==> src/rtl/jump_game_ctrl.sv <==
// -----------------------------------------------------------------------------
// jump_game_ctrl
//   Game controller and datapath for the jump game. It sequences
//   MENU -> PLAY -> GAME_OVER, divides clk down to a frame tick, and runs the
//   player's vertical jump physics. It also keeps the current score and the
//   best score seen since reset. Every output comes straight from a register.
//
// Ports
//   clk         in   1        system clock
//   resetn      in   1        synchronous, active-low reset
//   go          in   1        level: start / jump / acknowledge
//   collide     in   1        level: obstacle hit, only looked at in PLAY
//   state       out  3        MENU=0 MENU_WAIT=1 PLAY=2 OVER=3 OVER_WAIT=4
//   frame_tick  out  1        one-cycle pulse every TICK_DIV cycles in PLAY
//   player_y    out  Y_W      player height
//   score       out  SCORE_W  frames survived in the current/last game
//   hi_score    out  SCORE_W  best score since reset
//   game_over   out  1        high in OVER and OVER_WAIT
// -----------------------------------------------------------------------------
module jump_game_ctrl #(
  parameter int Y_W      = 8,
  parameter int GROUND_Y = 0,
  parameter int JUMP_VEL = 12,
  parameter int GRAVITY  = 1,
  parameter int TICK_DIV = 833333,
  parameter int SCORE_W  = 16
) (
  input  logic               clk,
  input  logic               resetn,
  input  logic               go,
  input  logic               collide,
  output logic [2:0]         state,
  output logic               frame_tick,
  output logic [Y_W-1:0]     player_y,
  output logic [SCORE_W-1:0] score,
  output logic [SCORE_W-1:0] hi_score,
  output logic               game_over
);

  typedef enum logic [2:0] {
    ST_MENU      = 3'd0,
    ST_MENU_WAIT = 3'd1,
    ST_PLAY      = 3'd2,
    ST_OVER      = 3'd3,
    ST_OVER_WAIT = 3'd4
  } state_t;

  localparam int                      CNT_W        = (TICK_DIV > 1) ? $clog2(TICK_DIV) : 1;
  localparam logic [CNT_W-1:0]        TICK_LAST    = CNT_W'(TICK_DIV - 1);
  localparam logic [CNT_W-1:0]        CNT_ONE      = CNT_W'(1);
  localparam logic [Y_W-1:0]          GROUND_C     = Y_W'(GROUND_Y);
  localparam logic signed [Y_W:0]     JUMP_C       = (Y_W+1)'(JUMP_VEL);
  localparam logic signed [Y_W:0]     GRAV_C       = (Y_W+1)'(GRAVITY);
  localparam logic signed [Y_W:0]     VEL_ZERO     = '0;
  localparam logic signed [Y_W+1:0]   Y_GROUND_EXT = $signed({2'b00, GROUND_C});
  localparam logic signed [Y_W+1:0]   Y_MAX_EXT    = $signed({2'b00, {Y_W{1'b1}}});
  localparam logic [Y_W-1:0]          Y_MAX        = {Y_W{1'b1}};
  localparam logic [SCORE_W-1:0]      SCORE_MAX    = {SCORE_W{1'b1}};
  localparam logic [SCORE_W-1:0]      SCORE_ONE    = SCORE_W'(1);

  state_t                  state_r;
  logic [CNT_W-1:0]        cnt_r;
  logic                    tick_r;
  logic [Y_W-1:0]          y_r;
  logic signed [Y_W:0]     vel_r;
  logic [SCORE_W-1:0]      score_r;
  logic [SCORE_W-1:0]      hi_r;
  logic                    jump_pend_r;
  logic                    go_d_r;
  logic                    over_r;

  logic signed [Y_W:0]     vel_eff_s;
  logic signed [Y_W:0]     vel_dec_s;
  logic signed [Y_W+1:0]   y_new_s;
  logic                    land_s;
  logic                    ceil_s;
  logic                    grounded_s;
  logic                    go_rise_s;

  assign state      = state_r;
  assign frame_tick = tick_r;
  assign player_y   = y_r;
  assign score      = score_r;
  assign hi_score   = hi_r;
  assign game_over  = over_r;

  // Next-frame physics candidates and the jump-request edge detector.
  always_comb begin
    vel_eff_s = VEL_ZERO;
    if (jump_pend_r) begin
      vel_eff_s = JUMP_C;
    end else begin
      vel_eff_s = vel_r;
    end
    // Two extra bits: one for sign, one so y + vel cannot overflow before clamping.
    y_new_s    = $signed({2'b00, y_r}) + $signed({vel_eff_s[Y_W], vel_eff_s});
    vel_dec_s  = vel_eff_s - GRAV_C;
    land_s     = (vel_eff_s <= VEL_ZERO) && (y_new_s <= Y_GROUND_EXT);
    ceil_s     = (y_new_s > Y_MAX_EXT);
    grounded_s = (y_r == GROUND_C) && (vel_r == VEL_ZERO);
    go_rise_s  = go & ~go_d_r;
  end

  // Game FSM, frame divider, physics and score registers.
  always_ff @(posedge clk) begin
    if (!resetn) begin
      state_r     <= ST_MENU;
      cnt_r       <= '0;
      tick_r      <= 1'b0;
      y_r         <= GROUND_C;
      vel_r       <= VEL_ZERO;
      score_r     <= '0;
      hi_r        <= '0;
      jump_pend_r <= 1'b0;
      go_d_r      <= 1'b0;
      over_r      <= 1'b0;
    end else begin
      go_d_r <= go;
      tick_r <= 1'b0;
      case (state_r)
        ST_MENU: begin
          cnt_r  <= '0;
          over_r <= 1'b0;
          if (go) begin
            state_r <= ST_MENU_WAIT;
          end else begin
            state_r <= ST_MENU;
          end
        end
        ST_MENU_WAIT: begin
          cnt_r  <= '0;
          over_r <= 1'b0;
          // Waiting for release keeps the starting press from also counting as a jump.
          if (!go) begin
            state_r     <= ST_PLAY;
            score_r     <= '0;
            y_r         <= GROUND_C;
            vel_r       <= VEL_ZERO;
            jump_pend_r <= 1'b0;
          end else begin
            state_r <= ST_MENU_WAIT;
          end
        end
        ST_PLAY: begin
          if (collide) begin
            // A hit wins over a tick in the same cycle: no score, no physics.
            state_r     <= ST_OVER;
            over_r      <= 1'b1;
            cnt_r       <= '0;
            jump_pend_r <= 1'b0;
            if (score_r > hi_r) begin
              hi_r <= score_r;
            end else begin
              hi_r <= hi_r;
            end
          end else begin
            state_r <= ST_PLAY;
            over_r  <= 1'b0;
            if (cnt_r == TICK_LAST) begin
              cnt_r  <= '0;
              tick_r <= 1'b1;
            end else begin
              cnt_r  <= cnt_r + CNT_ONE;
              tick_r <= 1'b0;
            end
            if (tick_r) begin
              if (score_r != SCORE_MAX) begin
                score_r <= score_r + SCORE_ONE;
              end else begin
                score_r <= score_r;
              end
              if (land_s) begin
                y_r   <= GROUND_C;
                vel_r <= VEL_ZERO;
              end else if (ceil_s) begin
                y_r   <= Y_MAX;
                vel_r <= VEL_ZERO;
              end else begin
                y_r   <= y_new_s[Y_W-1:0];
                vel_r <= vel_dec_s;
              end
              // A pending request is consumed here; a fresh press on the ground is kept.
              jump_pend_r <= go_rise_s & grounded_s & ~jump_pend_r;
            end else if (go_rise_s && grounded_s) begin
              jump_pend_r <= 1'b1;
            end else begin
              jump_pend_r <= jump_pend_r;
            end
          end
        end
        ST_OVER: begin
          over_r <= 1'b1;
          if (go) begin
            state_r <= ST_OVER_WAIT;
          end else begin
            state_r <= ST_OVER;
          end
        end
        ST_OVER_WAIT: begin
          if (!go) begin
            state_r <= ST_MENU;
            over_r  <= 1'b0;
          end else begin
            state_r <= ST_OVER_WAIT;
            over_r  <= 1'b1;
          end
        end
        default: begin
          state_r <= ST_MENU;
          over_r  <= 1'b0;
          cnt_r   <= '0;
        end
      endcase
    end
  end

endmodule

==> config.mk <==
export PLATFORM = sky130hd
export DESIGN_NAME = jump_game_ctrl
export DESIGN_NICKNAME = d
export VERILOG_FILES = /design/src/rtl/jump_game_ctrl.sv
export SDC_FILE = /design/constraint.sdc
export NUM_CORES = 1
export LEC_CHECK = 0
export BUFFER_PORTS_ARGS = -buffer_cell sky130_fd_sc_hd__buf_2
export CAP_MARGIN = 15
export CORE_MARGIN = 2
export CORE_UTILIZATION = 60
export DETAILED_ROUTE_END_ITERATION = 7
export GPL_ROUTABILITY_DRIVEN = 0
export PLACE_DENSITY = 0.86
export SLEW_MARGIN = 20
export SYNTH_ARGS = -nofsm -noshare
export SYNTH_HDL_FRONTEND = slang
export SYNTH_SLANG_ARGS = --single-unit
==> constraint.sdc <==
create_clock -name clk -period 10.5 [get_ports clk]
set_clock_uncertainty 0.15 [all_clocks]
set_input_delay 0.525 -clock clk [delete_from_list [all_inputs] [get_ports clk]]
set_output_delay 0.525 -clock clk [all_outputs]
set_load 0.01 [all_outputs]
## Word-level counts from Yosys, hierarchy flattened

Cells that the tools add are included.

| word-level totals | value |
|---|---|
| register bits | 76 |
| input bits | 4 |
| output and inout bits | 45 |
| logic and storage cells | 85 |

| cells by class | value |
|---|---|
| add/subtract/negate cells | 4 |
| order comparisons | 4 |
| equality and inequality tests | 11 |
| mux-type cells | 36 |
| bitwise logic cells | 7 |
| reduce and logical (&&, ||, !) cells | 13 |

Operators with widths:

| cell | number |
|---|---|
| 16-bit 2-to-1 mux | 4 |
| 9-bit 2-to-1 mux | 6 |
| 20-bit 2-to-1 mux | 2 |
| 8-bit 2-to-1 mux | 5 |
| 20-bit case mux with 2 select lines | 1 |
| 16-bit case mux with 2 select lines | 1 |
| 20-bit by 1-bit adder with 20-bit output, second input constant | 1 |
| 20-bit equality test, second input constant | 1 |
| 9-bit case mux with 2 select lines | 1 |
| 16-bit by 1-bit adder with 16-bit output, second input constant | 1 |
| 16-bit greater-than comparator | 1 |
| 16-bit inequality test, second input constant | 1 |
| 8-bit case mux with 2 select lines | 1 |
| 3-bit case mux with 5 select lines | 1 |
| 9-bit by 9-bit adder with 10-bit output | 1 |
| 10-bit by 9-bit greater-than comparator with 1-bit output, second input constant | 1 |
| 10-bit by 1-bit <= comparator with 1-bit output, second input constant | 1 |
| 9-bit by 1-bit <= comparator with 1-bit output, second input constant | 1 |
| 9-bit zero test | 1 |
| 1-bit 2-to-1 mux | 9 |
| 9-bit by 2-bit subtractor with 9-bit output, second input constant | 1 |
| 8-bit zero test | 1 |
| 2-bit inequality test, second input constant | 4 |
| 3-bit by 2-bit equality test with 1-bit output, second input constant | 2 |
| 17 further kinds | 26 |

## Logic depth before layout (Yosys ltp)

| logic depth | value |
|---|---|
| word-level depth | 8 |
| depth in mapped cells | 13 |
| gate-level depth less buffers | 11 |

## Worst setup path before layout

Ideal clock, no wire load.

| path | value |
|---|---|
| path kind | register to register |
| from | reg jump_pend_r |
| to | reg y_r[0] (netlist: player_y[0]) |
| setup time | 0.122 ns |
| arrival | 3.113 ns |
| data required time | 10.228 ns |
| path slack | 7.115 ns |
| cell stages (with the launch flop) | 14 |
| path buffers | 2 |
| period minus slack after synthesis | 3.385 ns |
| cell sequence | dfxtp_1 -> clkbuf_1 -> nor2b_1 -> ha_1 -> ha_1 -> or3_1 -> o22ai_2 -> xnor2_1 -> or4b_1 -> nor4_2 -> a21oi_1 -> o21ba_1 -> buf_6 -> a221o_1 |

| on the way | value |
|---|---|
| cells in the longest elaborated chain, start to end | 8 |
| elaborated cells on any way between the ends | 11 |
| classes of those cells | 1 x add/sub; 3 x order compare; 6 x mux; 1 x reduce/logical |

RTL lines:

| item | RTL line | source |
|---|---|---|
| start, declared | 68 | `logic jump_pend_r;` |
| start signal, assigned | 183 | `jump_pend_r <= go_rise_s & grounded_s & ~jump_pend_r;` |
| start signal, assigned | 187 | `jump_pend_r <= jump_pend_r;` |
| 9-bit 2-to-1 mux (*) | 90 | `if (jump_pend_r) begin` |
| 9-bit by 9-bit adder with 10-bit output | 96 | `y_new_s = $signed({2'b00, y_r}) + $signed({vel_eff_s[Y_W], vel_eff_s});` |
| 10-bit by 9-bit greater-than comparator with 1-bit output or 10-bit by 1-bit <= comparator with 1-bit output (tied branches) | 99, 98 |  |
| 8-bit 2-to-1 mux or 1-bit logical AND (tied branches) | 175, 98 |  |
| 8-bit 2-to-1 mux (*) | 172 | `if (land_s) begin` |
| 8-bit 2-to-1 mux (*) | 166 | `if (tick_r) begin` |
| 8-bit 2-to-1 mux (*) | 145 | `if (collide) begin` |
| 8-bit case mux with 2 select lines (*) | 120 | `case (state_r)` |
| end signal, assigned | 179 | `y_r <= y_new_s[Y_W-1:0];` |
| end, declared | 64 | `logic [Y_W-1:0] y_r;` |

Every way passes the cells marked *; elsewhere a longest branch is shown, timed or not. The select of a mux whose other input is x is not followed.
A chain may end at the register's enable or synchronous reset.

## Worst setup path after layout

| path | value |
|---|---|
| from | reg jump_pend_r |
| to | reg y_r[2] (netlist: player_y[2]) |

Same word-level chain as after synthesis.

==> results.yml <==
timing:
  slew_violations: 0
  maxSlewHeadroom: 0.420
  period_needed_ps: 3770
  hold_violations: 0
  setup_viol: 0
  grt_setup_unrepaired: "no"
  setup_tns_ps: 0
  max_freq_mhz: 266
  worst_pin_slew_ps: 870
  hold_slack_ps: 311
  min_period_over_period: 0.359
drt:
  drc: 0
  ant_nets: 0
  drt_iter0_markers: 355
  drt-pass1-iter-count: 5
  avgRoutedWirePerCell_um: 15.7
  drt-total-wl_mm: 10.5
  via_count: 4065
  via_per_inst: 6.10
logic_synthesis:
  yosysWarnings: 0
  synthArstFlopShare: 0
  yosysSeqAreaShare: 0.351
  avgSynthCellArea_um2: 8.24
  synth_xor_area_frac: 0.0424
  synthesis.nets: 557
  muxShareOfSynthArea: 0.0393
  synth_fa_ha_area_frac: 0.0780
  synthSimpleGateAreaFrac: 0.277
  synth_edf_count: 0
  netlist_area_mm2: 0.00433
  ys_ff_latch: 76
  synthCells: 526
  synth-main-ff-cell: "dfxtp_1"
  synth-compound-area-share: 0.170
  synth_top_family_by_area: "simple AND/OR/NAND/NOR gates"
  synth_cell_type_count: 57
global_routing:
  grt_pass1_wl_mm: 17.3
  grt_max_degree: 55
  grt_pass1_vias: 3919
  grt-ovfl-total: 0
  track_usage: 0.276
  antenna_found_initial: 0
clocking:
  ctsResizeCount: 0
  clock_tree.root_cell: "clkbuf_8"
  cts.sinks: 76
  clock_latency_ps: 340
  cts_buffer_depth: 2
  cts_buffers: 9
  tritoncts: "yes"
  hold_buffers: 0
  postCtsSetupRepairBufs: 0
  path_clk_slew_ps: 80
  htree_levels: 3
final_layout:
  drive_gt1_frac: 0.132
  final_nets: 596
  diodes: 0
  fin_util: 0.698
  final_common_cell: "dfxtp_1"
  area_growth_pct: 11.3
  n_fill_cell: 584
  layout_common_cells: "76 x dfxtp_1, 52 x nand2_1, 48 x buf_2"
  ff_latch_area_mm2: 0.00152
  multiInputGateArea_mm2: 0.00265
worst_setup_path:
  crit_buf_inv: 0
  cp.required_ps: 10580
  max_stage_delay_ps: 590
  crit_type: "reg2reg"
  cp.arrival_ps: 3850
  cp-start-kind: "flip-flop"
  crit_family: "simple AND/OR/NAND/NOR gates"
  crit_fanout: 14
  slowest_stage: "dfxtp_1"
  crit_chain: "nor2b_1 -> ha_1 -> ha_1 -> or3_1 -> o22ai_2 -> xnor2_1 -> or4b_1 -> nor4_2 -> a21oi_1 -> o21ba_1 -> a221o_1"
  critPathCaptureType: "flip-flop"
  path_common_cell: "ha_1"
floorplan:
  ios: 49
  dieArea_mm2: 0.00792
  die_h_um: 89.0
  core_mm2: 0.00691
  dieWidth_um: 89.0
  fp-row-count: 30
  start_util: 0.627
power:
  p_per_area_mw_per_mm2: 113
  leakage_nw: 2.04
  ir_drop_mv: 0.0692
job:
  cap_violations: 0
run_status:
  status: "finished clean"
placement:
  io_buffers: 48
  hpwlAfterDp_mm: 7.18
min_path:
  worstHoldPathType: "in2reg"
-- sequential cells by signal (all words and copies together) (netlist names) --
| register | flops |
|---|---|
| cnt_r | 20 |
| frame_tick | 1 |
| game_over | 1 |
| go_d_r | 1 |
| hi_score | 16 |
| jump_pend_r | 1 |
| player_y | 8 |
| score | 16 |
| state | 3 |
| vel_r | 9 |
-- report_power, final --
part           switching [mW]  leakage, nW  total, mW  internal [mW]
Clock                   0.106        0.100      0.223          0.116
Combinational          0.0185         1.32     0.0281        0.00961
Sequential            0.00232        0.613      0.292          0.289
Total                   0.127         2.04      0.543          0.415
-- layout make-up --
| type | instances | area share |
|---|---|---|
| multi-input cells | 404 | 0.549 |
| repair buffers | 48 | 0.0498 |
| flip-flops and latches | 76 | 0.316 |
| well taps | 96 | 0.0249 |
| clock inverters | 4 | 0.0101 |
| clock buffers | 12 | 0.0301 |
| inverters | 26 | 0.0202 |
-- cells by family after synthesis --
logic type	Yosys count
and+or+nand+nor	231
AOI/OAI and AO/OA	108
DFF	76
buffers and inverters	46
adders and majority gates	27
xor gates and xnor gates	21
muxes	17
-- cell usage after synthesis (4+ instances only) --
library cell | count | area share
xor2_1 | 13 | 0.026
a31oi_1 | 7 | 0.010
xnor2_1 | 8 | 0.016
and2_1 | 13 | 0.019
and3_1 | 4 | 0.0058
a22oi_1 | 4 | 0.0069
nor3_1 | 11 | 0.013
nand2b_1 | 4 | 0.0058
nor4_1 | 7 | 0.010
a221o_1 | 8 | 0.018
ha_1 | 27 | 0.078
nor2b_1 | 35 | 0.051
or4_1 | 4 | 0.0069
a21oi_1 | 21 | 0.024
nand3_1 | 23 | 0.027
a21o_1 | 6 | 0.010
clkbuf_1 | 16 | 0.014
a211oi_1 | 8 | 0.014
mux2i_1 | 17 | 0.039
nand2_1 | 52 | 0.045
dfxtp_1 | 76 | 0.35
inv_1 | 26 | 0.023
nor2_1 | 47 | 0.041
nand4_1 | 6 | 0.0087
and4_1 | 4 | 0.0081
or2_2 | 4 | 0.0058
or3_1 | 5 | 0.0072
o21ai_0 | 26 | 0.030
-- through the flow --
step | std cells | power [mW] | area, um^2 | worst slack (ps)
detailed placement | 650 | 0.326 | 4620 | 6500
CTS | 666 | 0.545 | 4810 | 6450
global placement | 650 | 0.325 | 4610 | 6690
finish | 666 | 0.543 | 4820 | 6730
floorplan | 526 | 0.319 | 4330 | 7120
global route | 666 | 0.562 | 4820 | 6570
-- worst register-to-register path, stage by stage (launching register included) --
cell,delay [ps]
dfxtp_1,590
nor2b_1,120
ha_1,260
ha_1,230
or3_1,330
o22ai_2,190
xnor2_1,120
or4b_1,550
nor4_2,340
a21oi_1,80
o21ba_1,300
a221o_1,390
-- worst paths after layout --
kind / startpoint / slack, ps / cells past startpoint / endpoint
hold / removal: go / 310 / 2 / state[1]$_SDFF_PN0_
hold reg to reg: vel_r[7]$_SDFFE_PN0P_ / 330 / 2 / vel_r[7]$_SDFFE_PN0P_
setup / recovery: jump_pend_r$_SDFFE_PN0P_ / 6730 / 11 / player_y[2]$_SDFFE_PN0P_
setup reg to reg: jump_pend_r$_SDFFE_PN0P_ / 6730 / 11 / player_y[2]$_SDFFE_PN0P_
-- routing by layer --
| layer | global-route usage | vias to the layer above | share of wire |
|---|---|---|---|
| met5 | 0 | - | 0 |
| met4 | 0.119 | 0 | 0.024 |
| met3 | 0.0554 | 27 | 0.054 |
| met2 | 0.484 | 143 | 0.49 |
| met1 | 0.329 | 1944 | 0.43 |
| li1 | - | 1951 | - |
No activity file was read; power rests on OpenSTA's default activity.
